--- src/rtl/serial_adder.sv ---
// rtl/serial_adder.sv - bit-serial N-bit adder with start/busy/done handshake
//
// Purpose:
//    Adds two unsigned WIDTH-bit operands plus a carry-in, one bit per clock,
//    LSB first. The per-bit full adder is two half_adder slices and an OR.
//    A carry flip-flop links consecutive bits.
//
// Modules in this file:
//    half_adder   - single-bit half adder (s = a ^ b, c = a & b)
//    serial_adder - top level
//
// serial_adder ports:
//    clk    in   system clock, rising edge
//    rst_n  in   asynchronous active-low reset
//    start  in   request; accepted in IDLE or DONE, ignored while busy
//    a, b   in   WIDTH-bit operands, captured when start is accepted
//    cin    in   carry-in, captured when start is accepted
//    busy   out  high while bits are being shifted
//    done   out  one-cycle pulse when sum/cout become valid
//    sum    out  WIDTH-bit registered result, held until next completion
//    cout   out  registered carry-out, held like sum
//    ovf    out  signed overflow (only with SERIAL_ADDER_OVF_EN defined)
//
// Build option:
//    SERIAL_ADDER_OVF_EN - adds the ovf output and its latch.

module half_adder (
   input  logic a,
   input  logic b,
   output logic s,
   output logic c
);

   assign s = a ^ b;
   assign c = a & b;

endmodule

module serial_adder #(
   parameter int WIDTH = 8
) (
   input  logic             clk,
   input  logic             rst_n,
   input  logic             start,
   input  logic [WIDTH-1:0] a,
   input  logic [WIDTH-1:0] b,
   input  logic             cin,
   output logic             busy,
   output logic             done,
   output logic [WIDTH-1:0] sum,
`ifdef SERIAL_ADDER_OVF_EN
   output logic             ovf,
`endif
   output logic             cout
);

   // Counter needs at least one bit so WIDTH=1 still has a legal vector.
   localparam int CW = (WIDTH > 1) ? $clog2(WIDTH) : 1;
   localparam logic [CW-1:0] LAST = CW'(WIDTH - 1);

   typedef enum logic [1:0] {
      IDLE  = 2'd0,
      SHIFT = 2'd1,
      DONE  = 2'd2
   } state_t;

   state_t state_q;
   state_t state_d;

   logic [WIDTH-1:0] opa;
   logic [WIDTH-1:0] opb;
   logic [WIDTH-1:0] res;
   logic [WIDTH-1:0] res_next;
   logic [CW-1:0]    cnt;
   logic             carry;

   logic s0, c0, s1, c1;
   logic carry_new;
   logic accept;
   logic last_bit;

   // Full-adder slice on the current LSBs.
   half_adder u_ha0 (
      .a (opa[0]),
      .b (opb[0]),
      .s (s0),
      .c (c0)
   );

   half_adder u_ha1 (
      .a (s0),
      .b (carry),
      .s (s1),
      .c (c1)
   );

   assign carry_new = c0 | c1;

   // New bit enters at the MSB; after WIDTH shifts bit 0 of the first step
   // has reached res[0]. Shifting the concatenation keeps WIDTH=1 legal.
   assign res_next = WIDTH'({s1, res} >> 1);

   // start is honoured in IDLE and in the DONE cycle (back-to-back mode).
   assign accept   = start && ((state_q == IDLE) || (state_q == DONE));
   assign last_bit = (state_q == SHIFT) && (cnt == LAST);

   assign busy = (state_q == SHIFT);
   assign done = (state_q == DONE);

   always_ff @(posedge clk or negedge rst_n) begin
      if (!rst_n) begin
         state_q <= IDLE;
      end else begin
         state_q <= state_d;
      end
   end

   always_comb begin
      state_d = state_q;
      case (state_q)
         IDLE: begin
            if (accept) begin
               state_d = SHIFT;
            end
         end
         SHIFT: begin
            if (last_bit) begin
               state_d = DONE;
            end
         end
         DONE: begin
            state_d = accept ? SHIFT : IDLE;
         end
         default: begin
            state_d = IDLE;
         end
      endcase
   end

   always_ff @(posedge clk or negedge rst_n) begin
      if (!rst_n) begin
         opa   <= '0;
         opb   <= '0;
         res   <= '0;
         cnt   <= '0;
         carry <= 1'b0;
         sum   <= '0;
         cout  <= 1'b0;
`ifdef SERIAL_ADDER_OVF_EN
         ovf   <= 1'b0;
`endif
      end else if (accept) begin
         opa   <= a;
         opb   <= b;
         carry <= cin;
         cnt   <= '0;
      end else if (state_q == SHIFT) begin
         opa   <= opa >> 1;
         opb   <= opb >> 1;
         res   <= res_next;
         carry <= carry_new;
         cnt   <= cnt + 1'b1;
         if (last_bit) begin
            sum  <= res_next;
            cout <= carry_new;
`ifdef SERIAL_ADDER_OVF_EN
            // On the last bit, carry holds the carry into the MSB.
            ovf  <= carry ^ carry_new;
`endif
         end
      end
   end

endmodule

--- config.mk ---
export PLATFORM = sky130hd
export DESIGN_NAME = serial_adder
export DESIGN_NICKNAME = d
export VERILOG_FILES = /design/src/rtl/serial_adder.sv
export SDC_FILE = /design/constraint.sdc
export NUM_CORES = 1
export LEC_CHECK = 0
export BUFFER_PORTS_ARGS = -buffer_cell sky130_fd_sc_hd__buf_4
export CAP_MARGIN = 20
export CORE_UTILIZATION = 61
export CTS_BUF_LIST = sky130_fd_sc_hd__clkbuf_4 sky130_fd_sc_hd__clkbuf_8
export CTS_CLUSTER_DIAMETER = 40
export DETAILED_ROUTE_END_ITERATION = 10
export HOLD_SLACK_MARGIN = 0.12
export PLACE_DENSITY = 0.95
export SLEW_MARGIN = 0
export SYNTH_ARGS = -nofsm -noshare
export SYNTH_HDL_FRONTEND = slang
export SYNTH_SLANG_ARGS = --single-unit
--- constraint.sdc ---
create_clock -name clk -period 2.9 [get_ports clk]
set_input_delay 0.435 -clock clk [delete_from_list [all_inputs] [get_ports clk]]
set_output_delay 0.435 -clock clk [all_outputs]
set_load 0.005 [all_outputs]
==> reports/qor.csv, run 1 <==
metric;value;unit
Max Slew Vio Count;0;
DRT Wirelength;3.36;mm
FMAX;454;MHz
Post-Layout Cell Count;210;
crit path launch;state_q[0]$_DFFE_PN0P_;
global-route wire length before repair;5.21;mm
R2R setup slack;1.08;ns
share of cells above drive strength 1;0.289;
number of global-route vias before repair;1111;
Max Cap Viol;0;
Final Hold Viols;0;
worst setup path endpoint;busy;
Resized cells post-CTS;0;
CTS buffer count;5;
Netlist Area Pre-Place;0.00170;mm^2
clk sinks;38;
vias;1218;
Overflow after GRT;0;
die footprint;0.00300;mm^2
GP Congestion;0.743;
Seq/Total Area, Yosys;0.560;
post-synth net total;174;
status;completed;
Final WS setup;0.696;ns
Antenna Violating Nets Remaining;0;
final core occ;0.781;
worst-margin pin slew;0.676;ns
CP Max Fanout;21;
clk root buf;clkbuf_4;
ranking of synthesized cells by area;dfrtp_1 56%, mux2_2 7.3%, nand2_1 5.1%;
worst-case reg-to-reg path depth;4;
peak supply drop;0.000825;V
# DRC;0;
HPWL after detailed placement;2.21;mm
CORE AREA;0.00254;mm^2
placed instance count;202;
syn avg cell area;11.3;um^2
worst path cell trace;nand2b_4, inv_4, buf_4;
metal3 WL;139;um
cells after synthesis;151;
Highest Signal Layer;met4;
top cell type by total area after synthesis;dfrtp_1;
M1 wire length;1.49;mm
worst min-delay path class;in2reg;
area grow syn2layout;17.0;%
power density of the placed cells;1090;mW/mm^2
number of synthesized flops with an enable pin;0;
ys async rst share;1.00;
cell with the most instances after synthesis;dfrtp_1;
period utilization;0.760;
CTS tree;done;
clk slew on worst S/H paths;0.11;ns
clock buffer depth;2;
minimum clock period;2.20;ns
Hold Crit Start;b[2];
Hold Crit Depth;3;
Hold Buf Count CTS;1;
Synthesis Warnings;0;
reg2reg start;state_q[1]$_DFFE_PN0P_;
Die Width;54.8;um
WP data arrival;1.77;ns
number of diodes;0;
# Post-CTS Setup Buffers;0;
crit path kind;reg2out;
Fin Setup TNS;0;ns
Synth Flop Type;dfrtp_1;
Avg WL per Cell;16.0;um
clk_skew;0.00823;ns
Worst path max stage delay;0.76;ns
Commonest cells post-synth;38 x dfrtp_1, 23 x nand2_1, 11 x mux2_2;
Setup crit end kind;primary output;
fin nets;203;
starting DRC count in detailed routing;20;
Yosys reg bits;38;
Met2 Wirelength;1.69;mm
RSZ-0062 raised after global routing;false;
element type at the critical path start;register;
largest net degree at the start of global routing;39;
Leakage Power;0.000938;uW
Initial Util;0.668;
Slew Limit Headroom;0.549;
Via density;5.80;
Layout fillers;170;
RR Endpoint;sum[4]$_DFFE_PN0P_;
Place WS;1.09;ns
hold slack;0.303;ns
IO Port Bufs;30;
Yosys cell types;24;
I/O Pins;31;
CTS H-tree depth;2;
Yosys top cell area share;0.560;
FP Rows;18;
Die Y;54.8;um
overall routing resource usage;0.264;
Clock Latency Late Sink;0.35;ns
initial antenna violation count;0;
Worst Path Required;2.47;ns
Setup-failing EPs final;0;
Initial DRT Pass Iterations;4;
CP max stage cell;dfrtp_1;
## stage by stage
step | power (uW) | cell area (um^2)
after floorplan | 1530 | 1700
after global placement | 1730 | 1900
after detailed placement | 1790 | 1900
after CTS | 2170 | 1990
after global routing | 2320 | 1990
final | 2160 | 1990
## layer usage
layer / up-vias / GRT usage
li1: 580 / -
met1: 602 / 0.335
met2: 30 / 0.406
met3: 6 / 0.0694
met4: 0 / 0.150
met5: - / 0
## kinds of logic (layout without fill, tap and decap cells)
logic type / count (synthesis) / after routing / synth area share
buffers and inverters: 11 / 40 / 0.0442
DFF: 38 / 38 / 0.560
and+or+nand+nor: 54 / 54 / 0.152
AOI/OAI and AO/OA: 27 / 27 / 0.103
adders and majority gates: 3 / 3 / 0.0265
muxes: 18 / 18 / 0.114
## final cells by class
| class | count | area [um^2] | share of cell area |
|---|---|---|---|
| inverters | 2 | 10.0 | 0.00503 |
| multi-input cells | 102 | 673 | 0.339 |
| well taps | 30 | 37.5 | 0.0189 |
| repair buffers | 31 | 235 | 0.118 |
| clock buffers | 6 | 51.3 | 0.0258 |
| clock inverters | 1 | 30.0 | 0.0151 |
| flip-flops and latches | 38 | 951 | 0.478 |
## worst max-delay path: cells and delay by family, from the launching register on
family        cells  cell delay [ns]
flops             1             0.76
buf+inv           2             0.39
simple gates      1             0.27
## sequential cells by signal, summed over array words and instances (netlist names)
name / flops
opa: 8
opb: 8
sum: 8
res: 7
cnt: 3
state_q: 2
carry: 1
cout: 1
## worst min-delay path by stage
| stage | endpoint | slack [ns] |
|---|---|---|
| CTS | opb[2]$_DFFE_PN0P_ | 0.29 |
| global route | opb[2]$_DFFE_PN0P_ | 0.29 |
| floorplan | carry$_DFFE_PN0P_ | 0.14 |
| global placement | opa[2]$_DFFE_PN0P_ | 0.42 |
| finish | opb[2]$_DFFE_PN0P_ | 0.30 |
| detailed placement | opa[3]$_DFFE_PN0P_ | 0.42 |
## cells in the final DEF, fill, tap and decap left out
master and instances:
fa_1 1, nand2_4 1, nor2b_1 8, dfrtp_1 38
mux2_2 11, inv_4 1, nand2b_2 1, nand3_1 4
a211oi_1 6, nand2b_4 1, o22ai_1 7, clkbuf_8 1
bufinv_16 1, a22oi_1 2, clkbuf_4 5, dlygate4sd3_1 1
nand2_1 23, nor3_1 7, o21ai_0 3, inv_1 1
mux2i_1 7, nor2_1 9, ha_1 2, a21oi_1 6
buf_4 30, a22o_1 3
## report_power, final
part	leakage [uW]	switching, uW	internal (uW)
clock network	0.0000443	170	201
logic	0.000428	384	414
registers	0.000466	216	780
total	0.000938	770	1390
Note: power is estimated with default switching activity, not from simulation.
==> run 2: changes to the inputs <==
Settings changed: CORE_UTILIZATION 61 to 57, PLACE_DENSITY 0.95 to 0.91.
Clock period 2.9 ns to 2.1 ns, I/O delays scaled along.
==> reports/qor.csv, run 2 (same netlist as run 1, synthesis figures left out) <==
metric;value;unit;change
status;completed;;
Die Width;56.6;um;+3.3%
commonest non-fill, non-tap cell in the layout;dfrtp_1;;
WP data arrival;1.34;ns;-0.43 ns
global-route wire length before repair;5.20;mm;-0.27%
# Post-CTS Setup Buffers;0;;unchanged
minimum clock period;1.66;ns;
met3 Usage GRT;0.0899;;+0.0204
DRT Wirelength;3.10;mm;-7.5%
FMAX;603;MHz;
Die Y;56.6;um;+3.3%
number of diodes;0;;unchanged
busiest grt layer;met2;;
Worst Path Required;1.78;ns;-0.69 ns
worst path cell trace;nand2b_4, inv_4, buf_4;;
Clock Latency Late Sink;0.34;ns;about the same
period utilization;0.790;;
number of global-route vias before repair;1209;;+8.8%
commonest cells after routing, fill and taps aside;38 x dfrtp_1, 32 x buf_4, 23 x nand2_1;;
peak supply drop;0.00103;V;+25%
starting DRC count in detailed routing;15;;-25%
CORE AREA;0.00278;mm^2;+9.3%
Avg WL per Cell;14.5;um;-9.2%
clock buffer depth;2;;unchanged
Initial DRT Pass Iterations;4;;unchanged
Place WS;0.572;ns;-0.516 ns
Slew Limit Headroom;0.576;;+0.0275
clk sinks;38;;unchanged
Max Cap Viol;0;;unchanged
Resized cells post-CTS;0;;unchanged
Worst path max stage delay;0.39;ns;-0.37 ns
Max Slew Vio Count;0;;unchanged
fin nets;205;;+0.99%
worst-margin pin slew;0.635;ns;-0.0412 ns
CTS H-tree depth;2;;unchanged
largest net degree at the start of global routing;39;;unchanged
Hold Buf Count CTS;1;;unchanged
FP Rows;19;;+1
Final WS setup;0.442;ns;-0.254 ns
met1 global-route usage;0.265;;-0.0696
power density of the placed cells;1460;mW/mm^2;+34%
initial antenna violation count;0;;unchanged
Layout fillers;197;;+16%
Antenna Violating Nets Remaining;0;;unchanged
vias;1179;;-3.2%
# DRC;0;;unchanged
Setup crit end kind;primary output;;
crit path kind;reg2out;;
GR Util met2;0.338;;-0.0678
Leakage Power;0.000948;uW;+1.1%
share of cells above drive strength 1;0.301;;+0.0117
area grow syn2layout;17.8;%;
HPWL after detailed placement;2.10;mm;-5.2%
I/O Pins;31;;unchanged
clk_skew;0.00506;ns;-0.00317 ns
clk slew on worst S/H paths;0.11;ns;about the same
clk root buf;clkbuf_4;;
die footprint;0.00320;mm^2;+6.8%
element type at the critical path start;register;;
worst min-delay path class;in2reg;;
Fin Setup TNS;0;ns;unchanged
Final Hold Viols;0;;unchanged
CP Max Fanout;20;;-4.8%
CTS tree;done;;
GP Congestion;0.731;;-1.6%
CTS buffer count;5;;unchanged
largest registers;opa: 8 flops, opb: 8 flops, sum: 8 flops;;
Overflow after GRT;0;;unchanged
overall routing resource usage;0.220;;-0.0442
Setup-failing EPs final;0;;unchanged
Via density;5.51;;-5.0%
CP max stage cell;dfrtp_1;;
RSZ-0062 raised after global routing;false;;
Initial Util;0.611;;-0.0568
IO Port Bufs;30;;unchanged
## run 2: cell count changes in the layout (fill, tap and decap cells not counted)
cell       before  now
clkbuf_8        1    3
buf_4          30   32
bufinv_16       1    0
## run 2: final timing paths
check                                        from            endpoint  slack (ns)  depth (start not counted)
setup / recovery           state_q[1]$_DFFE_PN0P_                busy        0.44                          3
hold / removal                               b[2]  opb[2]$_DFFE_PN0P_        0.18                          3
setup reg to reg           state_q[0]$_DFFE_PN0P_  opa[7]$_DFFE_PN0P_        0.56                          4
hold reg to reg                res[1]$_DFFE_PN0P_  res[1]$_DFFE_PN0P_        0.49                          2
max in group asynchronous                   rst_n  sum[6]$_DFFE_PN0P_        1.30                          2
min in group asynchronous                   rst_n  sum[2]$_DFFE_PN0P_        0.46                          2
## run 2: layout make-up
class	instances	area [um^2]	share of cell area
multi-input cells	102	673	0.336
well taps	31	38.8	0.0194
repair buffers	33	250	0.125
flip-flops and latches	38	951	0.475
inverters	2	10.0	0.00500
clock buffers	8	78.8	0.0394
## run 2: routing by layer
layer	up-vias	wire length [um]
met1	545	1430
li1	593	-
met2	28	1420
met5	-	0
met3	13	155
met4	0	98
## run 2: report_power, final
group / switching (uW) / internal, uW / total, uW
combinational: 566 / 587 / 1150
sequential: 232 / 1080 / 1310
clock: 231 / 229 / 459
total: 1030 / 1890 / 2920
## run 2: per-stage QoR
| stage | utilization | power [uW] | area [um^2] | hold slack, ns | std cells |
|---|---|---|---|---|---|
| floorplan | - | 2120 | 1700 | 0.0194 | 151 |
| global placement | 0.688 | 2390 | 1910 | 0.296 | 205 |
| detailed placement | 0.688 | 2470 | 1910 | 0.304 | 205 |
| CTS | 0.720 | 2940 | 2000 | 0.168 | 214 |
| global route | 0.720 | 3130 | 2000 | 0.165 | 214 |
| finish | 0.720 | 2920 | 2000 | 0.182 | 214 |
## run 2: worst max-delay path, delay by kind of cell, from the launching register on
| family | cells | cell delay (ns) |
|---|---|---|
| buffers and inverters | 2 | 0.37 |
| AND/OR/NAND/NOR | 1 | 0.24 |
| flip-flops | 1 | 0.39 |
